--- src/rtl/reaction_game_core.sv ---
// -----------------------------------------------------------------------------
// reaction_game_core
//
// Game engine of the reflex reaction game. It runs a per-second countdown and
// lights one pseudo-random target LED. It scores switch flips against that
// target: +1 for a flip of only the target switch, -1 for any other switch
// activity. The score saturates at 0 and at 63.
//
// Parameters
//   TICK_CYCLES  clk cycles per game second
//   GAME_SECS    initial countdown value (1..63)
//   LFSR_SEED    nonzero LFSR reset value
//
// Ports
//   clk        in   1   system clock
//   rst        in   1   synchronous, active-high reset
//   start      in   1   raw start button, rising edge begins a game
//   sw         in  16   raw board switches (asynchronous to clk)
//   led        out 16   one-hot target while playing, all-on when done
//   timer_out  out  6   seconds remaining (binary)
//   score_out  out  6   current score (binary)
//   game_over  out  1   high while the game is finished
// -----------------------------------------------------------------------------
module reaction_game_core #(
  parameter int          TICK_CYCLES = 100_000_000,
  parameter int          GAME_SECS   = 30,
  parameter logic [15:0] LFSR_SEED   = 16'hACE1
) (
  input  logic        clk,
  input  logic        rst,
  input  logic        start,
  input  logic [15:0] sw,
  output logic [15:0] led,
  output logic [5:0]  timer_out,
  output logic [5:0]  score_out,
  output logic        game_over
);

  localparam int TW = (TICK_CYCLES > 1) ? $clog2(TICK_CYCLES) : 1;
  localparam logic [TW-1:0] TICK_LAST = TW'(TICK_CYCLES - 1);

  typedef enum logic [1:0] {
    IDLE = 2'd0,
    PLAY = 2'd1,
    DONE = 2'd2
  } state_t;

  state_t state_r, nextState_s;

  logic [15:0]   swS1_r, swS2_r, swS3_r;
  logic          startS1_r, startS2_r, startS3_r;
  logic [15:0]   lfsr_r;
  logic          lfsrFb_s;

  logic [15:0]   swEdge_s;
  logic          startRise_s;

  logic [5:0]    timer_r, nextTimer_s;
  logic [5:0]    score_r, nextScore_s;
  logic [TW-1:0] tick_r, nextTick_s;
  logic [3:0]    target_r, nextTarget_s;
  logic [3:0]    movedTarget_s;
  logic          hit_s, miss_s;

  logic [15:0]   led_r, nextLed_s;
  logic [5:0]    timerOut_r, nextTimerOut_s;
  logic          gameOver_r, nextGameOver_s;

  assign lfsrFb_s    = lfsr_r[15] ^ lfsr_r[13] ^ lfsr_r[12] ^ lfsr_r[10];
  assign swEdge_s    = swS2_r ^ swS3_r;
  assign startRise_s = startS2_r & ~startS3_r;

  // A hit is the target switch toggling alone; anything else that moves is a miss.
  assign hit_s  = (swEdge_s == (16'd1 << target_r));
  assign miss_s = (swEdge_s != 16'h0000) && !hit_s;

  // The new target must differ from the old one so the lit LED always moves.
  assign movedTarget_s = (lfsr_r[3:0] == target_r) ? (lfsr_r[3:0] + 4'd1) : lfsr_r[3:0];

  // Input synchronisers with history flop, and the free-running LFSR.
  always_ff @(posedge clk) begin
    if (rst) begin
      swS1_r    <= 16'h0000;
      swS2_r    <= 16'h0000;
      swS3_r    <= 16'h0000;
      startS1_r <= 1'b0;
      startS2_r <= 1'b0;
      startS3_r <= 1'b0;
      lfsr_r    <= LFSR_SEED;
    end else begin
      swS1_r    <= sw;
      swS2_r    <= swS1_r;
      swS3_r    <= swS2_r;
      startS1_r <= start;
      startS2_r <= startS1_r;
      startS3_r <= startS2_r;
      lfsr_r    <= {lfsr_r[14:0], lfsrFb_s};
    end
  end

  // FSM state register.
  always_ff @(posedge clk) begin
    if (rst) begin
      state_r <= IDLE;
    end else begin
      state_r <= nextState_s;
    end
  end

  // Game datapath and registered outputs.
  always_ff @(posedge clk) begin
    if (rst) begin
      timer_r    <= 6'd0;
      score_r    <= 6'd0;
      tick_r     <= '0;
      target_r   <= 4'd0;
      led_r      <= 16'h0000;
      timerOut_r <= 6'd0;
      gameOver_r <= 1'b0;
    end else begin
      timer_r    <= nextTimer_s;
      score_r    <= nextScore_s;
      tick_r     <= nextTick_s;
      target_r   <= nextTarget_s;
      led_r      <= nextLed_s;
      timerOut_r <= nextTimerOut_s;
      gameOver_r <= nextGameOver_s;
    end
  end

  // Next-state, datapath updates, and next output values.
  always_comb begin
    nextState_s  = state_r;
    nextTimer_s  = timer_r;
    nextScore_s  = score_r;
    nextTick_s   = tick_r;
    nextTarget_s = target_r;

    case (state_r)
      IDLE, DONE: begin
        if (startRise_s) begin
          nextState_s  = PLAY;
          nextTimer_s  = 6'(GAME_SECS);
          nextScore_s  = 6'd0;
          nextTick_s   = '0;
          nextTarget_s = lfsr_r[3:0];
        end else begin
          nextState_s = state_r;
        end
      end

      PLAY: begin
        // Countdown: the decrement that reaches zero ends the game on this edge.
        if (tick_r == TICK_LAST) begin
          nextTick_s  = '0;
          nextTimer_s = timer_r - 6'd1;
          if (timer_r == 6'd1) begin
            nextState_s = DONE;
          end else begin
            nextState_s = PLAY;
          end
        end else begin
          nextTick_s = tick_r + TW'(1);
        end

        // Scoring still applies in the cycle the timer expires.
        if (hit_s) begin
          nextTarget_s = movedTarget_s;
          if (score_r != 6'd63) begin
            nextScore_s = score_r + 6'd1;
          end else begin
            nextScore_s = score_r;
          end
        end else if (miss_s) begin
          if (score_r != 6'd0) begin
            nextScore_s = score_r - 6'd1;
          end else begin
            nextScore_s = score_r;
          end
        end else begin
          nextScore_s = score_r;
        end
      end

      default: begin
        nextState_s = IDLE;
      end
    endcase

    // Outputs are computed from the next state so they are registered
    // without adding a cycle of latency.
    case (nextState_s)
      PLAY: begin
        nextLed_s      = 16'd1 << nextTarget_s;
        nextTimerOut_s = nextTimer_s;
        nextGameOver_s = 1'b0;
      end
      DONE: begin
        nextLed_s      = 16'hFFFF;
        nextTimerOut_s = 6'd0;
        nextGameOver_s = 1'b1;
      end
      default: begin
        nextLed_s      = 16'h0000;
        nextTimerOut_s = 6'd0;
        nextGameOver_s = 1'b0;
      end
    endcase
  end

  assign led       = led_r;
  assign timer_out = timerOut_r;
  assign score_out = score_r;
  assign game_over = gameOver_r;

endmodule

--- config.mk ---
export PLATFORM = sky130hd
export DESIGN_NAME = reaction_game_core
export DESIGN_NICKNAME = d
export VERILOG_FILES = /design/src/rtl/reaction_game_core.sv
export SDC_FILE = /design/constraint.sdc
export NUM_CORES = 1
export LEC_CHECK = 0
export ABC_AREA = 0
export BUFFER_PORTS_ARGS = -buffer_cell sky130_fd_sc_hd__buf_2
export CORE_AREA = 2 2 122 100
export CTS_CLUSTER_DIAMETER = 40
export CTS_CLUSTER_SIZE = 25
export DETAILED_ROUTE_END_ITERATION = 10
export DIE_AREA = 0 0 124 102
export PLACE_DENSITY = 0.7
export SLEW_MARGIN = 10
export SYNTH_ARGS = -nofsm -noshare
export SYNTH_HDL_FRONTEND = slang
export SYNTH_SLANG_ARGS = --single-unit
--- constraint.sdc ---
create_clock -name clk -period 4.3 [get_ports clk]
set_clock_uncertainty 0.2 [all_clocks]
set_input_delay 0 -clock clk [delete_from_list [all_inputs] [get_ports clk]]
set_output_delay 0 -clock clk [all_outputs]
set_load 0.05 [all_outputs]
==> out/metrics.yaml <==
outcome:
  outcome: "finished clean"
die:
  core_mm2: 0.0114
  die_w_um: 124
  die_h_um: 102
  ios: 48
  num_rows: 35
  dieArea_mm2: 0.0126
  initial_core_util: 0.513
global_routing:
  gr-total-overflow: 0
  grt_max_degree: 93
  grt_usage: 0.203
  antenna_found_initial: 0
  grt_pass1_vias: 4308
  grt.busiest_layer: "met2"
  grtUsageMet3: 0.0536
  grt_pass1_wl_um: 20400
  grtUsageMet1: 0.285
  use_met2: 0.304
timing:
  tns_ps: 0
  post-route-period-util: 0.943
  finalSetupViolCount: 0
  slew_headroom: 0.365
  min_period_ps: 4050
  finalHoldViolCount: 0
  setup_ws_ps: 247
  fmax_mhz: 247
  worst_slew_pin_slew_ps: 952
  rsz0062_at_grt: "no"
  slew_viol_final: 0
cts:
  post_cts_buffers: 0
  cts_buffers: 17
  root_buffer: "clkbuf_16"
  cts_tree: "built"
  path_clk_slew_ps: 60
  clock_sinks: 135
  cts_buffer_depth: 2
  htreeDepth: 4
  clk_latency_ps: 410
place:
  place.gp.congestion: 0.901
  dp.cells: 802
  dp_slack_ps: 328
  io_buffer_count: 47
  post-dp-hpwl_um: 7930
finish:
  drive_gt1_frac: 0.146
  diodes: 0
  area_delta_synth_final_pct: 18.5
  fillCellCount: 975
  finalNonFillerCells: 852
  final_nets: 721
  fin_util: 0.608
  multi_input_area_mm2: 0.00293
  regArea_mm2: 0.00270
synthesis:
  synthCells: 638
  synth_most_common_cell: "dfxtp_1"
  synth_top_area_cell: "dfxtp_1"
  synthAdderAreaFrac: 0.0249
  synth_common_cells: "135 x dfxtp_1, 68 x nor2b_1, 50 x nor2_1"
  synthArstFlopShare: 0
  synth_top_cell_area_share: 0.463
  synth_simple_gate_area_frac: 0.278
  synthFlopType: "dfxtp_1"
  synth-seq-cells: 135
  syn_avg_cell_area_um2: 9.15
  synth_compound_area_frac: 0.132
  synth_fp_nets: 668
  synth_xor_area_frac: 0.0570
  synth.area.mux_share: 0.00900
  synthDistinctLibCells: 66
  syn_area_mm2: 0.00584
  seq_area_frac_synth: 0.463
  yosys_warnings: 0
  synth_top_family_by_area: "simple AND/OR/NAND/NOR gates"
  ys_top_cells_by_area: "dfxtp_1 46%, nor2b_1 7.3%, xnor2_1 3.6%"
  synth_enable_flop_cells: 0
route:
  first_pass_iters: 5
  routed_wl_um: 11900
  drt_iter0_drc: 281
  routed_via_density: 5.46
  route.detailed.drc: 0
  routedWlPerCell_um: 13.9
  detail-route-antenna-nets: 0
  num_vias: 4652
setup_path:
  path_class: "reg -> reg"
  critPathLaunchType: "flip-flop"
  path_max_fanout: 19
  endpoint_kind: "flip-flop"
  crit_arrival_ps: 4190
  required_ps: 4430
  r2r_cells: 14
power_and_ir_drop:
  internal_power_w: 0.00234
  total_leakage_power_nw: 2.70
  power_density_mw_per_mm2: 436
  switching_power_w: 0.000684
  ir_drop_uv: 268
  p_clk_frac: 0.487
  switching_share: 0.226
  pwr-share-seq: 0.436
  combPwrFrac: 0.077
min_path:
  worstHoldPathType: "in -> reg"
  worstHoldPathCells: 3
run:
  cap_violations: 0
==> sequential cells by signal, summed over array words and instances, names as in the netlist <==
signal     cells
swS1_r        16
timer_out      6
led           16
game_over      1
startS3_r      1
lfsr_r        16
swS2_r        16
timer_r        6
swS3_r        16
tick_r        27
score_out      6
startS2_r      1
target_r       4
state_r        2
startS1_r      1
==> power by group through the flow <==
| stage | clock [W] | sequential, W | combinational [W] |
|---|---|---|---|
| global route | 0.00155 | 0.00132 | 0.000260 |
| finish | 0.00147 | 0.00132 | 0.000233 |
| global placement | 0 | 0.00134 | 0.000214 |
| CTS | 0.00150 | 0.00132 | 0.000232 |
| floorplan | 0 | 0.00134 | 0.000177 |
| detailed placement | 0 | 0.00134 | 0.000218 |
==> area by class of cell <==
type	instances	area share
flip-flops and latches	135	0.390
well taps	148	0.0267
repair buffers	71	0.0669
clock inverters	10	0.0210
inverters	10	0.00542
multi-input cells	456	0.423
clock buffers	22	0.0671
==> logic make-up after synthesis <==
| group | count (synthesis) |
|---|---|
| compound gates | 118 |
| xor+xnor | 38 |
| fa+ha+maj | 11 |
| buf+inv | 47 |
| flops | 135 |
| mux | 5 |
| simple gates | 284 |
==> placed cells by master, fill, tap and decap left out, drive strengths merged, types with 14 or more instances in the layout <==
cell,n
xor2,14
o21ai,34
dlygate4sd3,18
nor2,51
xnor2,24
buf,53
nand3,22
a21oi,34
nand2,32
clkbuf,22
nor2b,69
nor3,16
dfxtp,135
==> through the flow <==
stage | power, W | hold slack (ps) | instance area [um2]
after floorplan | 0.00151 | -71.8 | 5840
after global placement | 0.00156 | 6.65 | 6130
after detailed placement | 0.00156 | 11.7 | 6130
after CTS | 0.00305 | 117 | 6920
after global routing | 0.00313 | 138 | 6920
final | 0.00302 | 134 | 6920
==> per-layer routing <==
layer | wire length, um | share of wire
met1 | 5930 | 0.50
met2 | 5140 | 0.43
met3 | 686 | 0.058
met4 | 121 | 0.010
met5 | 0 | 0
==> worst paths after layout <==
| kind | start | to | slack (ps) |
|---|---|---|---|
| min reg2reg | lfsr_r[9] | lfsr_r[10] | 210 |
| min | sw[10] | swS1_r[10] | 130 |
| max reg2reg | target_r[2] | score_out[5] | 250 |
| max | target_r[2] | score_out[5] | 250 |
==> worst max-delay path, cell delays in order, from the launching register on <==
cell     delay, ps
dfxtp_1        720
nand2_1        210
and3b_1        220
o221a_1        240
or3_1          510
nor3_2         180
inv_1          120
ha_1           290
a21o_1         170
a21o_1         200
a21o_1         190
a21oi_1        170
xnor2_1         90
or3_1          310
a31oi_1        150
==> repair_timing <==
| action | CTS | global route |
|---|---|---|
| gates resized for setup | 0 | 0 |
| hold endpoints to repair | 44 | 0 |
| hold buffers | 18 | 0 |
Note: power is estimated with default switching activity, not from simulation.
